[src/rtl/elem_sync_fifo.sv]
// elem_sync_fifo: single-clock element FIFO, any depth, occupancy flags, flush, optional fall-through
module elem_sync_fifo #(
  parameter int ELEM_WIDTH   = 4,
  parameter int FIFO_SIZE    = 2,
  parameter int AF_THRESH    = FIFO_SIZE - 1,
  parameter int AE_THRESH    = 1,
  parameter int FALL_THROUGH = 0
) (
  input  logic                           clk_i,
  input  logic                           arst_ni,
  input  logic                           flush_i,
  input  logic [ELEM_WIDTH-1:0]          elem_in_i,
  input  logic                           elem_in_valid_i,
  output logic                           elem_in_ready_o,
  output logic [ELEM_WIDTH-1:0]          elem_out_o,
  output logic                           elem_out_valid_o,
  input  logic                           elem_out_ready_i,
  output logic [$clog2(FIFO_SIZE+1)-1:0] count_o,
  output logic                           almost_full_o,
  output logic                           almost_empty_o
);
  localparam int CW = $clog2(FIFO_SIZE + 1);
  localparam int PW = (FIFO_SIZE > 1) ? $clog2(FIFO_SIZE) : 1;
  if (ELEM_WIDTH < 1 || FIFO_SIZE < 2 || AF_THRESH < 1 || AF_THRESH > FIFO_SIZE ||
      AE_THRESH < 0 || AE_THRESH > FIFO_SIZE - 1 || (FALL_THROUGH != 0 && FALL_THROUGH != 1)) begin : g_bad_param
    $fatal(1, "elem_sync_fifo: illegal parameter values");
  end
  logic [ELEM_WIDTH-1:0] mem [FIFO_SIZE];
  logic [PW-1:0]         wr_ptr, rd_ptr;
  logic [CW-1:0]         count;
  logic                  empty, full, bypass, push, pop, thru, wr, rd;
  function automatic logic [PW-1:0] nxt(input logic [PW-1:0] p);
    return (p == PW'(FIFO_SIZE - 1)) ? '0 : p + PW'(1);
  endfunction
  always_comb begin
    empty            = (count == '0);
    full             = (count == CW'(FIFO_SIZE));
    bypass           = (FALL_THROUGH != 0) && empty;
    elem_in_ready_o  = !full && !flush_i;
    // bypass valid is masked during reset so nothing is presented before release
    elem_out_valid_o = bypass ? (elem_in_valid_i && !flush_i && arst_ni) : (!empty && !flush_i);
    elem_out_o       = bypass ? elem_in_i : mem[rd_ptr];
    push             = elem_in_valid_i && elem_in_ready_o;
    pop              = elem_out_valid_o && elem_out_ready_i;
    thru             = bypass && pop;
    wr               = push && !thru;
    rd               = pop && !thru;
    count_o          = count;
    almost_full_o    = count >= CW'(AF_THRESH);
    almost_empty_o   = count <= CW'(AE_THRESH);
  end
  always_ff @(posedge clk_i or negedge arst_ni) begin
    if (!arst_ni) begin
      for (int i = 0; i < FIFO_SIZE; i++) mem[i] <= '0;
      wr_ptr <= '0;
      rd_ptr <= '0;
      count  <= '0;
    end else if (flush_i) begin
      wr_ptr <= '0;
      rd_ptr <= '0;
      count  <= '0;
    end else begin
      if (wr) mem[wr_ptr] <= elem_in_i;
      wr_ptr <= wr ? nxt(wr_ptr) : wr_ptr;
      rd_ptr <= rd ? nxt(rd_ptr) : rd_ptr;
      count  <= count + CW'(wr) - CW'(rd);
    end
  end
endmodule

[config.mk]
export PLATFORM = sky130hd
export DESIGN_NAME = elem_sync_fifo
export DESIGN_NICKNAME = d
export VERILOG_FILES = /design/src/rtl/elem_sync_fifo.sv
export SDC_FILE = /design/constraint.sdc
export NUM_CORES = 1
export LEC_CHECK = 0
export ABC_AREA = 1
export ABC_CLOCK_PERIOD_IN_PS = 2300
export CELL_PAD_IN_SITES_DETAIL_PLACEMENT = 0
export CELL_PAD_IN_SITES_GLOBAL_PLACEMENT = 1
export CORE_ASPECT_RATIO = 1.2
export CORE_UTILIZATION = 34
export DETAILED_ROUTE_END_ITERATION = 7
export GPL_TIMING_DRIVEN = 0
export PLACE_DENSITY_LB_ADDON = 0.15
export SYNTH_ARGS = -nofsm -noshare
export SYNTH_HDL_FRONTEND = slang
export SYNTH_SLANG_ARGS = --single-unit
[constraint.sdc]
create_clock -name clk_i -period 2.3 [get_ports clk_i]
set_input_delay 0.46 -clock clk_i [delete_from_list [all_inputs] [get_ports clk_i]]
set_output_delay 0.46 -clock clk_i [all_outputs]
set_load 0.02 [all_outputs]
Word level (Yosys, flattened, before mapping)
Cells that the tools add are included.
{"block": "totals", "ff_bits": 12, "input_bits": 9, "output_inout_bits": 10, "word_cells": 43}
{"block": "op_classes", "addsub": 4, "order_cmp": 5, "n_eq_ne": 1, "muxes": 13, "bitwise_logic": 3, "reduce_logical": 12}
{"cell": "4-bit two-way mux", "n": 4}
{"cell": "8-bit bitwise mux", "n": 1}
{"cell": "1-bit two-way mux", "n": 6}
{"cell": "1-bit logical AND", "n": 5}
{"cell": "4-bit demux with 1-bit select", "n": 1}
{"cell": "2-bit >= comparator (second input constant)", "n": 2}
{"cell": "1-bit inverter with 2-bit output", "n": 2}
{"cell": "2-bit nonzero test", "n": 2}
{"cell": "1-bit zero test", "n": 3}
{"cell": "1-bit adder (second input constant)", "n": 2}
{"cell": "2-bit by 1-bit adder with 2-bit output", "n": 1}
{"cell": "2-bit == test (second input constant)", "n": 1}
{"cell": "2-bit by 1-bit >= comparator with 1-bit output (second input constant)", "n": 1}
{"cell": "2-bit by 1-bit less-or-equal comparator with 1-bit output (second input constant)", "n": 1}
{"cell": "2-bit zero test", "n": 1}
{"cell": "2-bit by 1-bit less-than comparator with 1-bit output (second input constant)", "n": 1}
{"cell": "2-bit two-way mux", "n": 1}
{"cell": "2-bit AND reduction", "n": 1}
{"cell": "2-bit by 1-bit subtractor with 2-bit output", "n": 1}
{"cell": "1-bit inverter", "n": 1}

Logic depth before layout (Yosys ltp)
{"block": "depth", "depth_word": 7, "ltp_mapped": 10, "mapped_depth_nobuf": 10}

Worst setup path after synthesis
No wires, ideal clock.
{"block": "synth_path", "path_type": "register -> register", "from": "reg count[0] (netlist: count_o[0])", "to": "reg count[1] (netlist: count_o[1])", "setup_time_ps": 119, "t_arrival_ps": 1610, "t_required_ps": 2181, "setup_slack_ps": 571, "stages_incl_launch_ff": 9, "path_buffers": 0, "period_less_slack_ps": 1729, "cell_sequence": "dfrtp_1 > inv_2 > a21oi_4 > nand2_2 > ha_1 > inv_1 > ha_1 > a21oi_1 > nor2_1"}
{"block": "synth_between", "elab_chain_cells": 7, "word_cells_on_any_way": 11, "classes_between": "add/sub (2); eq/ne (1); mux (1); reduce/logical (7)"}
{"item": "from (decl)", "line_no": "30", "source": "logic [CW-1:0] count;"}
{"item": "from (signal assigned)", "line_no": "66", "source": "count <= count + CW'(wr) - CW'(rd);"}
{"item": "2-bit == test", "line_no": "37", "source": "full = (count == CW'(FIFO_SIZE));"}
{"item": "1-bit zero test", "line_no": "39", "source": "elem_in_ready_o = !full && !flush_i;"}
{"item": "1-bit logical AND", "line_no": "39"}
{"item": "via elem_in_ready_o", "line_no": "14", "source": "output logic elem_in_ready_o,"}
{"item": "1-bit logical AND", "line_no": "43", "source": "push = elem_in_valid_i && elem_in_ready_o;"}
{"item": "2-bit by 1-bit adder with 2-bit output", "line_no": "66"}
{"item": "2-bit by 1-bit subtractor with 2-bit output", "line_no": "66"}
{"item": "2-bit two-way mux", "line_no": "58", "source": "end else if (flush_i) begin"}
The timed path passes the listed nets, and every way through them passes these cells.
A chain may end at the register's enable or synchronous reset.

Final worst setup path
{"block": "layout_path", "from": "in flush_i", "to": "out elem_in_ready_o"}
{"block": "layout_between", "elab_chain_cells": 2}
{"item": "from (decl)", "line_no": "11", "source": "input logic flush_i,"}
{"item": "1-bit zero test", "line_no": "39"}
{"item": "1-bit logical AND", "line_no": "39"}
{"item": "to (decl)", "line_no": "14"}
Every way passes these cells.

==> metrics.md <==
| Metric | Value |
|---|---|
| Total power | `0.788 mW` |
| Num rows | `16` |
| Max Clock Skew | `0.00732 ns` |
| Pwr/cell area | `879 nW/um^2` |
| Post-Place Cells | `116` |
| Initial Utilization | `0.381` |
| DR WL met3 | `67 um` |
| Vias | `611` |
| H-tree Lvls | `1` |
| Sink Count | `12` |
| Die area | `2090 um^2` |
| Largest net degree at the start of global routing | `13` |
| CTS root buffer | `clkbuf_4` |
| CTS max path bufs | `2` |
| Crit start category | `input pin` |
| Worst Hold Class | `flip-flop to flip-flop` |
| Min Hold Slack | `0.484 ns` |
| Initial DRC Count | `17` |
| Distinct cells, synth | `17` |
| Area Overhead vs Synth | `38.4%` |
| Hold path endpoint | `mem[7]$_DFFE_PN0P_` |
| Tcrit/Tclk final | `0.981` |
| Antenna Violating Nets Remaining | `0` |
| CTS tree | `done` |
| Max Clk Rate | `443 MHz` |
| CTS hold repair buffers | `0` |
| Status | `finished clean` |
| Crit. End Element | `output pin` |
| I/O pin count | `19` |
| Critical R2R Capture | `count_o[0]$_DFF_PN0_` |
| Die X | `41.9 um` |
| Kind of critical path | `input pin to output pin` |
| Maximum VDD drop | `0.000338 V` |
| Number of synthesized register bits | `12` |
| Final std cells w/o fill | `121` |
| FF-to-FF setup slack | `0.63 ns` |
| Area of the mapped netlist | `648 um^2` |
| Slew margin rel. | `0.632` |
| Max Used Layer | `met4` |
| Syn_area_per_cell | `8.10 um^2` |
| Pins Over Slew Limit | `0` |
| Core ar. | `1700 um^2` |
| Critical path required time | `1.84 ns` |
| Layout cells sized above 1 | `0.165` |
| Final Hold Violating Endpoints | `0` |
| Met1 wire length | `698 um` |
| Slew @ Worst Pin | `0.550 ns` |
| Remaining routing DRC violations | `0` |
| Die H | `49.8 um` |
| Clock transition at the registers of the reported paths | `0.08 ns` |
| P_leak | `0.468 nW` |
| Post-Syn Instances | `80` |
| Hold path start | `mem[7]$_DFFE_PN0P_` |
| CP arrival | `1.80 ns` |
| Reg2reg path depth | `8` |
| Worst skew pair latency | `0.28 ns` |
| Reg2reg start | `count_o[1]$_DFF_PN0_` |
| Antenna diodes | `0` |
| DRT Pass-1 Iters | `4` |
| Cts bufs inserted | `3` |
| RePlAce Congestion | `0.740` |
| WL final | `1510 um` |
| RSZ-0062 raised after global routing | `no` |
| Yosys warnings | `0` |
| Crit Path Max Fanout | `5` |
| Port Buffer Count | `18` |
| Sequential fraction of the synthesis area | `0.463` |
| Final setup fails | `0` |
| Initial antenna violation count | `0` |
| Congestion Overflow GR | `0` |
| Via/cell ratio | `5.05` |
| WL/cell | `12.4 um` |
| Layout Nets | `115` |
| Post-Syn Nets | `91` |
| Tmin final | `2.26 ns` |
| First-pass GRT wire length | `2460 um` |
| Hpwl dp | `1050 um` |
| Worst hold path depth | `2` |
| Max Cap Viol | `0` |
| Overall global routing resource usage | `0.157` |
| Vias in the first global route | `574` |
| Met2 wire length | `721 um` |
-- final cells by class --
type	instances	area [um^2]
Multi-Input combinational cell	59	309
Fill cell	182	805
Inverter	8	31.3
Tap cell	18	22.5
Clock buffer	4	36.3
Timing Repair Buffer	19	190
Sequential cell	12	300
Buffer	1	7.51
-- where the power goes --
part / switching [mW] / internal (mW) / total [mW]
registers: 0.0426 / 0.268 / 0.310
logic: 0.165 / 0.140 / 0.305
clock network: 0.0773 / 0.0963 / 0.174
total: 0.285 / 0.504 / 0.788
-- kinds of logic after synthesis --
logic type                 after synthesis  synth area share
and+or+nand+nor                         54             0.398
buffers and inverters                    9            0.0598
DFF                                     12             0.463
AOI/OAI and AO/OA                        3            0.0405
adders and majority gates                2            0.0386
-- worst max path at each step --
stage | slack, ns | startpoint | to | cells past startpoint
floorplan | 0.57 | count_o[0]$_DFF_PN0_ | count_o[1]$_DFF_PN0_ | 8
global placement | -0.13 | flush_i | elem_in_ready_o | 3
detailed placement | -0.12 | flush_i | elem_in_ready_o | 3
CTS | 0.04 | flush_i | elem_in_ready_o | 3
global route | 0.01 | flush_i | elem_in_ready_o | 3
finish | 0.04 | flush_i | elem_in_ready_o | 3
-- sequential cells by signal, indices dropped and copies added, names as in the netlist --
name     flops
wr_ptr       1
mem          8
rd_ptr       1
count_o      2
-- cells in the final DEF, fill, tap and decap left out --
cell type        Yosys  layout
a21oi_1              2       2
a21oi_4              1       1
buf_4                1       2
clkbuf_4             0       3
clkbuf_8             0       1
clkdlybuf4s50_1      0      17
clkinv_2             1       1
dfrtp_1             12      12
dlymetal6s2s_1       0       1
ha_1                 2       2
inv_1                3       3
inv_2                4       4
nand2_1             34      34
nand2_2              2       2
nand2_4              1       1
nand3_1              2       2
nand3_2              1       1
nand4_1              9       9
nand4_2              1       1
nor2_1               3       3
or2_1                1       1
-- cells in the mapped netlist --
master    number  area [um^2]
nand2_2        2         12.5
nand2_4        1         11.3
inv_2          4         15.0
nand4_2        1         12.5
ha_1           2         25.0
a21oi_1        2         10.0
clkinv_2       1         5.00
or2_1          1         6.26
buf_4          1         7.51
a21oi_4        1         16.3
nand3_1        2         10.0
inv_1          3         11.3
dfrtp_1       12          300
nand2_1       34          128
nor2_1         3         11.3
nand4_1        9         56.3
nand3_2        1         10.0
-- layer usage --
| metal | global-route usage | up-vias |
|---|---|---|
| li1 | - | 309 |
| met1 | 0.219 | 281 |
| met2 | 0.242 | 17 |
| met3 | 0.0220 | 4 |
| met4 | 0.0645 | 0 |
| met5 | 0 | - |
-- metrics by stage --
stage | cell area (um^2) | utilization | setup TNS, ns | worst slack, ns
floorplan | 648 | - | 0 | 0.571
global placement | 851 | 0.500 | -0.126 | -0.126
detailed placement | 851 | 0.500 | -0.122 | -0.122
CTS | 895 | 0.526 | 0 | 0.0420
global route | 897 | 0.527 | 0 | 0.0104
finish | 897 | 0.527 | 0 | 0.0443
-- worst max-delay path, cell delays in order --
cell	delay (ns)
clkdlybuf4s50_1	0.53
a21oi_4	0.18
clkdlybuf4s50_1	0.62
-- what timing repair did --
action	4_1_cts	5_1_grt
gates cloned	0	0
endpoints found under the setup margin	1	1
resized for setup	0	1
setup buffers	1	0
Power figures use the tool's default switching activity.
